[config.mk]
export PLATFORM = sky130hd
export DESIGN_NAME = stopwatch_ctrl
export DESIGN_NICKNAME = d
export VERILOG_FILES = /design/src/rtl/stopwatch_ctrl.sv
export SDC_FILE = /design/constraint.sdc
export NUM_CORES = 1
export LEC_CHECK = 0
export BUFFER_PORTS_ARGS = -buffer_cell sky130_fd_sc_hd__buf_2
export CAP_MARGIN = 20
export CORE_MARGIN = 2
export CORE_UTILIZATION = 50
export CTS_CLUSTER_DIAMETER = 80
export CTS_CLUSTER_SIZE = 12
export DETAILED_ROUTE_END_ITERATION = 16
export MAX_ROUTING_LAYER = met4
export PLACE_DENSITY = 0.74
export SLEW_MARGIN = 20
export SYNTH_ARGS = -nofsm -noshare
export SYNTH_HDL_FRONTEND = slang
export SYNTH_SLANG_ARGS = --single-unit
export TNS_END_PERCENT = 30
[constraint.sdc]
create_clock -name clk -period 4.2 [get_ports clk]
set_input_delay 0.84 -clock clk [delete_from_list [all_inputs] [get_ports clk]]
set_output_delay 0.84 -clock clk [all_outputs]
set_load 0.02 [all_outputs]
[src/rtl/stopwatch_ctrl.sv]
// rtl/stopwatch_ctrl.sv - front-panel button debouncing and run/lap/stop sequencing for the stopwatch

module stopwatch_debounce #(
    parameter int DEBOUNCE_CYCLES = 500000
) (
    input  logic clk,
    input  logic reset,
    input  logic btn,
    output logic press
);
    localparam int CNT_W = $clog2(DEBOUNCE_CYCLES + 1);
    localparam logic [CNT_W-1:0] CNT_LAST = CNT_W'(DEBOUNCE_CYCLES - 1);

    logic             sync1;
    logic             sync2;
    logic             deb;
    logic             deb_q;
    logic [CNT_W-1:0] cnt;

    // Synchronize, accept a new level only after it has been stable long enough, then edge-detect the press
    always_ff @(posedge clk) begin
        if (reset) begin
            sync1 <= 1'b0;
            sync2 <= 1'b0;
            deb   <= 1'b0;
            deb_q <= 1'b0;
            press <= 1'b0;
            cnt   <= '0;
        end else begin
            sync1 <= btn;
            sync2 <= sync1;
            deb_q <= deb;
            press <= deb & ~deb_q;
            if (sync2 == deb) begin
                cnt <= '0;
            end else if (cnt == CNT_LAST) begin
                deb <= sync2;
                cnt <= '0;
            end else begin
                cnt <= cnt + CNT_W'(1);
            end
        end
    end
endmodule

module stopwatch_ctrl #(
    parameter int DEBOUNCE_CYCLES = 500000,
    parameter int DATA_W          = 16
) (
    input  logic              clk,
    input  logic              reset,
    input  logic              btn_start,
    input  logic              btn_lap,
    input  logic [DATA_W-1:0] count_in,
    output logic              sw_run,
    output logic              sw_clear,
    output logic [DATA_W-1:0] disp_data,
    output logic [3:0]        disp_point,
    output logic [1:0]        state_dbg
);
    typedef enum logic [1:0] {
        ST_IDLE = 2'b00,
        ST_RUN  = 2'b01,
        ST_LAP  = 2'b10,
        ST_STOP = 2'b11
    } state_t;

    state_t            state;
    state_t            state_next;
    logic              clear_next;
    logic              capture;
    logic              start_press;
    logic              lap_press;
    logic [DATA_W-1:0] lap_reg;

    stopwatch_debounce #(.DEBOUNCE_CYCLES(DEBOUNCE_CYCLES)) u_db_start (
        .clk   (clk),
        .reset (reset),
        .btn   (btn_start),
        .press (start_press)
    );

    stopwatch_debounce #(.DEBOUNCE_CYCLES(DEBOUNCE_CYCLES)) u_db_lap (
        .clk   (clk),
        .reset (reset),
        .btn   (btn_lap),
        .press (lap_press)
    );

    // State register, clear pulse register and lap capture
    always_ff @(posedge clk) begin
        if (reset) begin
            state    <= ST_IDLE;
            sw_clear <= 1'b0;
            lap_reg  <= '0;
        end else begin
            state    <= state_next;
            sw_clear <= clear_next;
            if (capture) begin
                lap_reg <= count_in;
            end
        end
    end

    // Next-state decode; start has priority so a simultaneous lap press is dropped
    always_comb begin
        state_next = state;
        clear_next = 1'b0;
        capture    = 1'b0;
        case (state)
            ST_IDLE: begin
                if (start_press) begin
                    state_next = ST_RUN;
                end else if (lap_press) begin
                    clear_next = 1'b1;
                end
            end
            ST_RUN: begin
                if (start_press) begin
                    state_next = ST_STOP;
                end else if (lap_press) begin
                    state_next = ST_LAP;
                    capture    = 1'b1;
                end
            end
            ST_LAP: begin
                if (start_press) begin
                    state_next = ST_STOP;
                end else if (lap_press) begin
                    state_next = ST_RUN;
                end
            end
            ST_STOP: begin
                if (start_press) begin
                    state_next = ST_RUN;
                end else if (lap_press) begin
                    state_next = ST_IDLE;
                    clear_next = 1'b1;
                end
            end
            default: state_next = ST_IDLE;
        endcase
    end

    // Moore outputs: run enable, frozen-vs-live display select and the lap marker point
    always_comb begin
        sw_run     = (state == ST_RUN) || (state == ST_LAP);
        disp_data  = (state == ST_LAP) ? lap_reg : count_in;
        disp_point = (state == ST_LAP) ? 4'b0101 : 4'b0100;
        state_dbg  = state;
    end
endmodule

## Yosys cells after proc, flatten, opt, wreduce, memory -nomap -nowiden

Index checks and enable logic that the tools add are counted.
W data, S select, Z words.

| operators by class | value |
|---|---|
| $add $sub $neg | 2 |
| $mul | 0 |
| divide/modulo/power cells | 0 |
| order comparisons | 0 |
| equal/unequal tests | 11 |
| shift-type cells | 0 |
| mux-type cells | 13 |
| bitwise operators | 7 |
| reduce and logical (&&, ||, !) cells | 9 |

Operators with widths:

| kind | count |
|---|---|
| $add A19 B1 Y19 const B | 2 |
| $eq A19 B19 Y1 const B | 2 |
| $mux W16 | 1 |
| $mux W2 | 7 |
| $ne A3 B1 Y1 const B | 3 |
| $pmux W2 S4 | 1 |
| $reduce_or A3 Y1 | 2 |
| $not A1 Y1 | 5 |
| $eq A2 B2 Y1 const B | 2 |
| $mux W1 | 4 |
| $reduce_and A2 Y1 | 2 |
| $reduce_and A4 Y1 | 1 |
| $reduce_or A2 Y1 | 2 |
| $and A1 B1 Y1 | 2 |
| $eq A1 B1 Y1 | 2 |
| $eq A2 B1 Y1 const B | 1 |
| $logic_not A2 Y1 | 1 |
| $ne A2 B1 Y1 const B | 1 |
| $logic_or A1 B1 Y1 | 1 |

| word-level totals | value |
|---|---|
| register bits | 67 |
| bits in latches | 0 |
| memory bits (writable) | 0 |
| memory bits (read-only) | 0 |
| input bits | 20 |
| output and inout bits | 24 |
| memories | 0 |

## Logic depth before layout (Yosys ltp)

| logic depth | value |
|---|---|
| depth in word-level cells | 4 |
| depth in mapped cells | 7 |
| depth with buffers taken out | 6 |

## Hierarchy

From an unflattened synthesis, not the netlist that was laid out.

| unflattened totals | value |
|---|---|
| cells, all modules | 337 |
| area total of the unflattened synthesis | 3020.4 sq um |

By module, submodules not included:

| module | instances | cells each | area each (sq um) |
|---|---|---|---|
| stopwatch_debounce | 2 | 111 | 1019.7 |
| stopwatch_ctrl | 1 | 115 | 980.9 |

## Least setup slack after synthesis

Ideal clock, no wire load.

| path | value |
|---|---|
| path type | reg-to-output |
| start point | register state[1] (netlist: state_dbg[1]) |
| end point | output port disp_data[10] |
| arrival time | 1.937 ns |
| required time | 3.360 ns |
| setup slack | 1.423 ns |
| cell stages (with the launch flop) | 5 |
| cell sequence | dfxtp_1 ha_1 clkbuf_1 clkbuf_1 mux2_2 |

| between the ends | value |
|---|---|
| cells in the longest elaborated chain, start to end | 2 |

RTL lines:

| what | RTL line | text |
|---|---|---|
| start, declared | 68 | `state_t state;` |
| start signal, assigned | 97 | `state <= state_next;` |
| $eq A2 B2 Y1 | 148 | `disp_data = (state == ST_LAP) ? lap_reg : count_in;` |
| $mux W16 | 148 |  |
| end, declared | 57 | `output logic [DATA_W-1:0] disp_data,` |

No other way between the ends.

## Final worst setup path

| path | value |
|---|---|
| start point | register state[0] (netlist: state_dbg[0]) |
| end point | output port disp_data[13] |

Same word-level chain as after synthesis.

==> results.tsv <==
stage	metric	value	unit
status	status	completed	
cells_and_area	ratio of cells with drive above 1 in the final layout	21.3	%
clock_tree	H-tree Lvls	3	
die	Die ar.	0.00657	mm^2
detailed_routing	WL/cell	11.9	um
cells_and_area	n_diodes	0	
timing	final clock skew	10.8	ps
critical_path	Critical Path RT	3360	ps
cells_and_area	Area Growth Syn to Fin	15.2	%
clock_tree	setup repair bufs after CTS	0	
detailed_routing	Initial DRT Pass Iterations	4	
detailed_routing	# DRC	0	
critical_path	Max Fanout on Critical Path	19	
yosys	post-synthesis mux area share	6.41	%
detailed_routing	via count	2358	
grt	pin count of the biggest net entering global routing	30	
timing	Tcrit/Tclk final	69.6	%
cells_and_area	fin cells	455	
yosys	post-synthesis instance area	0.00297	mm^2
timing	final worst slack	1280	ps
detailed_routing	Via-to-Cell Ratio	5.18	
clock_tree	CTS resizes	0	
detailed_routing	met1 WL	2620	um
timing	f_max	342	MHz
placed_design	Post-DP Area	0.00319	mm^2
clock_tree	Num CTS Buffers	9	
yosys	simple logic cell fraction of the synthesized area	25.6	%
detailed_routing	met2 WL	2480	um
power	Sw Share	21.0	%
placed_design	gpl congestion	0.756	
timing	final setup TNS	0	ps
timing	Final Max Tran Viols	0	
detailed_routing	routed wl met3	238	um
yosys	synth warn	0	
grt	antenna violations before repair	0	
flow_run	max-cap violations	0	
critical_path	R2R cell count	5	
grt	number of global-route vias before repair	2110	
yosys	sequential cell area fraction in the yosys report	45.2	%
die	Starting Density	51.0	%
yosys	number of synthesized register bits	67	
clock_tree	worst skew pair latency	330	ps
worst_hold_path	worst hold path class	register to register	
timing	# setup viols final	0	
power	Reg power frac	49.1	%
detailed_routing	highest metal used	met4	
timing	final hold viol count	0	
cells_and_area	fillers	520	
timing	RSZ-0062 raised after global routing	no	
yosys	Post-Syn Instances	338	
power	Worst VDD drop	0.000207	V
cells_and_area	Nets	401	
placed_design	PortBufs	40	
die	Cell Rows	28	
yosys	adder-cell share of the synthesized area	2.53	%
critical_path	Critical Path AT	2080	ps
cells_and_area	commonest non-fill, non-tap cell in the layout	dfxtp_1	
die	Die Span X	81.0	um
placed_design	setup slack at placement	1630	ps
yosys	Syn Area/Cell	8.78	um^2
power	Net Switching	0.275	mW
clock_tree	clk sinks	67	
timing	Slew HR	47.4	%
power	pwr/cell area	383	mW/mm^2
grt	Total GRT Usage	17.8	%
cells_and_area	commonest cells after routing, fill and taps aside	dfxtp_1 (67), nand2_1 (42), nor2_1 (40), buf_2 (40), a21oi_1 (24)	
detailed_routing	DRT antenna net count	0	
placed_design	HPWL Detailed	3740	um
grt	GRT overflow	0	
clock_tree	clock root cell	clkbuf_8	
placed_design	Placed Cells incl. Taps	439	
power	clock group share of total power	45.2	%
cells_and_area	Final Cell Area	0.00342	mm^2
detailed_routing	Initial DRC Count	106	
clock_tree	Clock Path Buffers	2	
yosys	Synth cell types	40	
power	Gate power share	5.7	%
critical_path	CP Launch Type	register	
yosys	post-synthesis xor/xnor area fraction	9.15	%
yosys	largest family of logic cells by synthesized area	simple AND/OR/NAND/NOR gates	
die	die height	81.0	um
worst_hold_path	hold depth	1	
detailed_routing	drt total wl	5400	um
die	IO Pins	44	
critical_path	CP Class	register to output pin	
timing	Final min period	2920	ps
power	internal power	1.04	mW
clock_tree	TritonCTS clock tree	done	
yosys	Synth Area in Compound Gates	6.75	%
critical_path	crit end category	output pin	
clock_tree	CTS Hold Bufs	0	
power	P_leak	1.17	nW
timing	Slew @ Worst Pin	789	ps
clock_tree	Reg clk slew, reported paths	70	ps
critical_path	r2r setup slk	1970	ps
die	CORE AREA	0.00582	mm^2
grt	first-pass GRT wire length	8920	um
## synth_stat cells (all sizes together)
| cell type | instances | area share, % |
|---|---|---|
| a21oi | 24 | 4.0 |
| and3 | 2 | 0.42 |
| buf | 7 | 1.6 |
| and4 | 2 | 0.63 |
| or4 | 3 | 0.76 |
| nand4 | 10 | 2.5 |
| xor2 | 8 | 2.4 |
| inv | 11 | 1.4 |
| mux2 | 16 | 6.1 |
| clkbuf | 9 | 1.1 |
| o21bai | 2 | 0.51 |
| dfxtp | 67 | 45 |
| or4b | 2 | 0.67 |
| conb | 2 | 0.25 |
| and2 | 1 | 0.21 |
| or2 | 1 | 0.21 |
| mux2i | 1 | 0.34 |
| a211o | 1 | 0.30 |
| xnor2 | 23 | 6.8 |
| nor4b | 4 | 1.2 |
| nand4b | 1 | 0.30 |
| o31ai | 1 | 0.25 |
| o21ai | 9 | 1.6 |
| nand2b | 1 | 0.21 |
| nor2b | 7 | 1.5 |
| or3 | 5 | 1.1 |
| nor2 | 40 | 5.1 |
| nor3 | 6 | 1.0 |
| nor4 | 9 | 1.9 |
| nand2 | 42 | 5.3 |
| nand3 | 15 | 2.5 |
| ha | 6 | 2.5 |
## worst paths after layout
path	from	to
setup / recovery	state_dbg[0]	disp_data[13]
hold / removal	u_db_lap.deb_q	u_db_lap.press
setup reg to reg	u_db_lap.cnt[0]	u_db_lap.cnt[13]
hold reg to reg	u_db_lap.deb_q	u_db_lap.press
## critical path, cell delays in order, from the launching register on
cell,delay [ps]
dfxtp_1,350
inv_1,140
ha_1,690
mux2_2,410
buf_2,160
## kinds of logic after synthesis
kind of cell    count (synthesis)
mux                            17
compound gates                 37
fa+ha+maj                       6
other cells                     2
simple gates                  151
xor+xnor                       31
flops                          67
buf+inv                        27
## metrics by stage
step	util, %	hold slack, ps	power [mW]
after floorplan	-	367	0.708
after global placement	54.9	371	0.731
after detailed placement	54.9	372	0.732
after CTS	58.8	382	1.33
after global routing	58.8	400	1.36
final	58.8	382	1.31
## power groups by stage
| stage | Sequential (mW) | Combinational [mW] | Clock [mW] |
|---|---|---|---|
| 6_report | 0.643 | 0.0743 | 0.593 |
| 2_1_floorplan | 0.659 | 0.0495 | 0 |
| 3_5_place_dp | 0.658 | 0.0745 | 0 |
| 3_3_place_gp | 0.657 | 0.0739 | 0 |
| 5_1_grt | 0.643 | 0.0811 | 0.635 |
| 4_1_cts | 0.643 | 0.0750 | 0.609 |
## area by class of cell
cell class	count	area (um^2)	area share (%)
inverters	11	41.3	1.21
well taps	75	93.8	2.75
clock inverters	4	72.6	2.12
repair buffers	41	208	6.08
multi-input cells	245	1510	44.1
clock buffers	12	155	4.54
flip-flops and latches	67	1340	39.2
## metal layers
layer / vias to the layer above / global-route usage [%]
li1: 1222 / -
met1: 1078 / 21.3
met2: 53 / 28.7
met3: 5 / 3.33
met4: 0 / 8.98
met5: - / -
(Power assumes the default switching activity.)
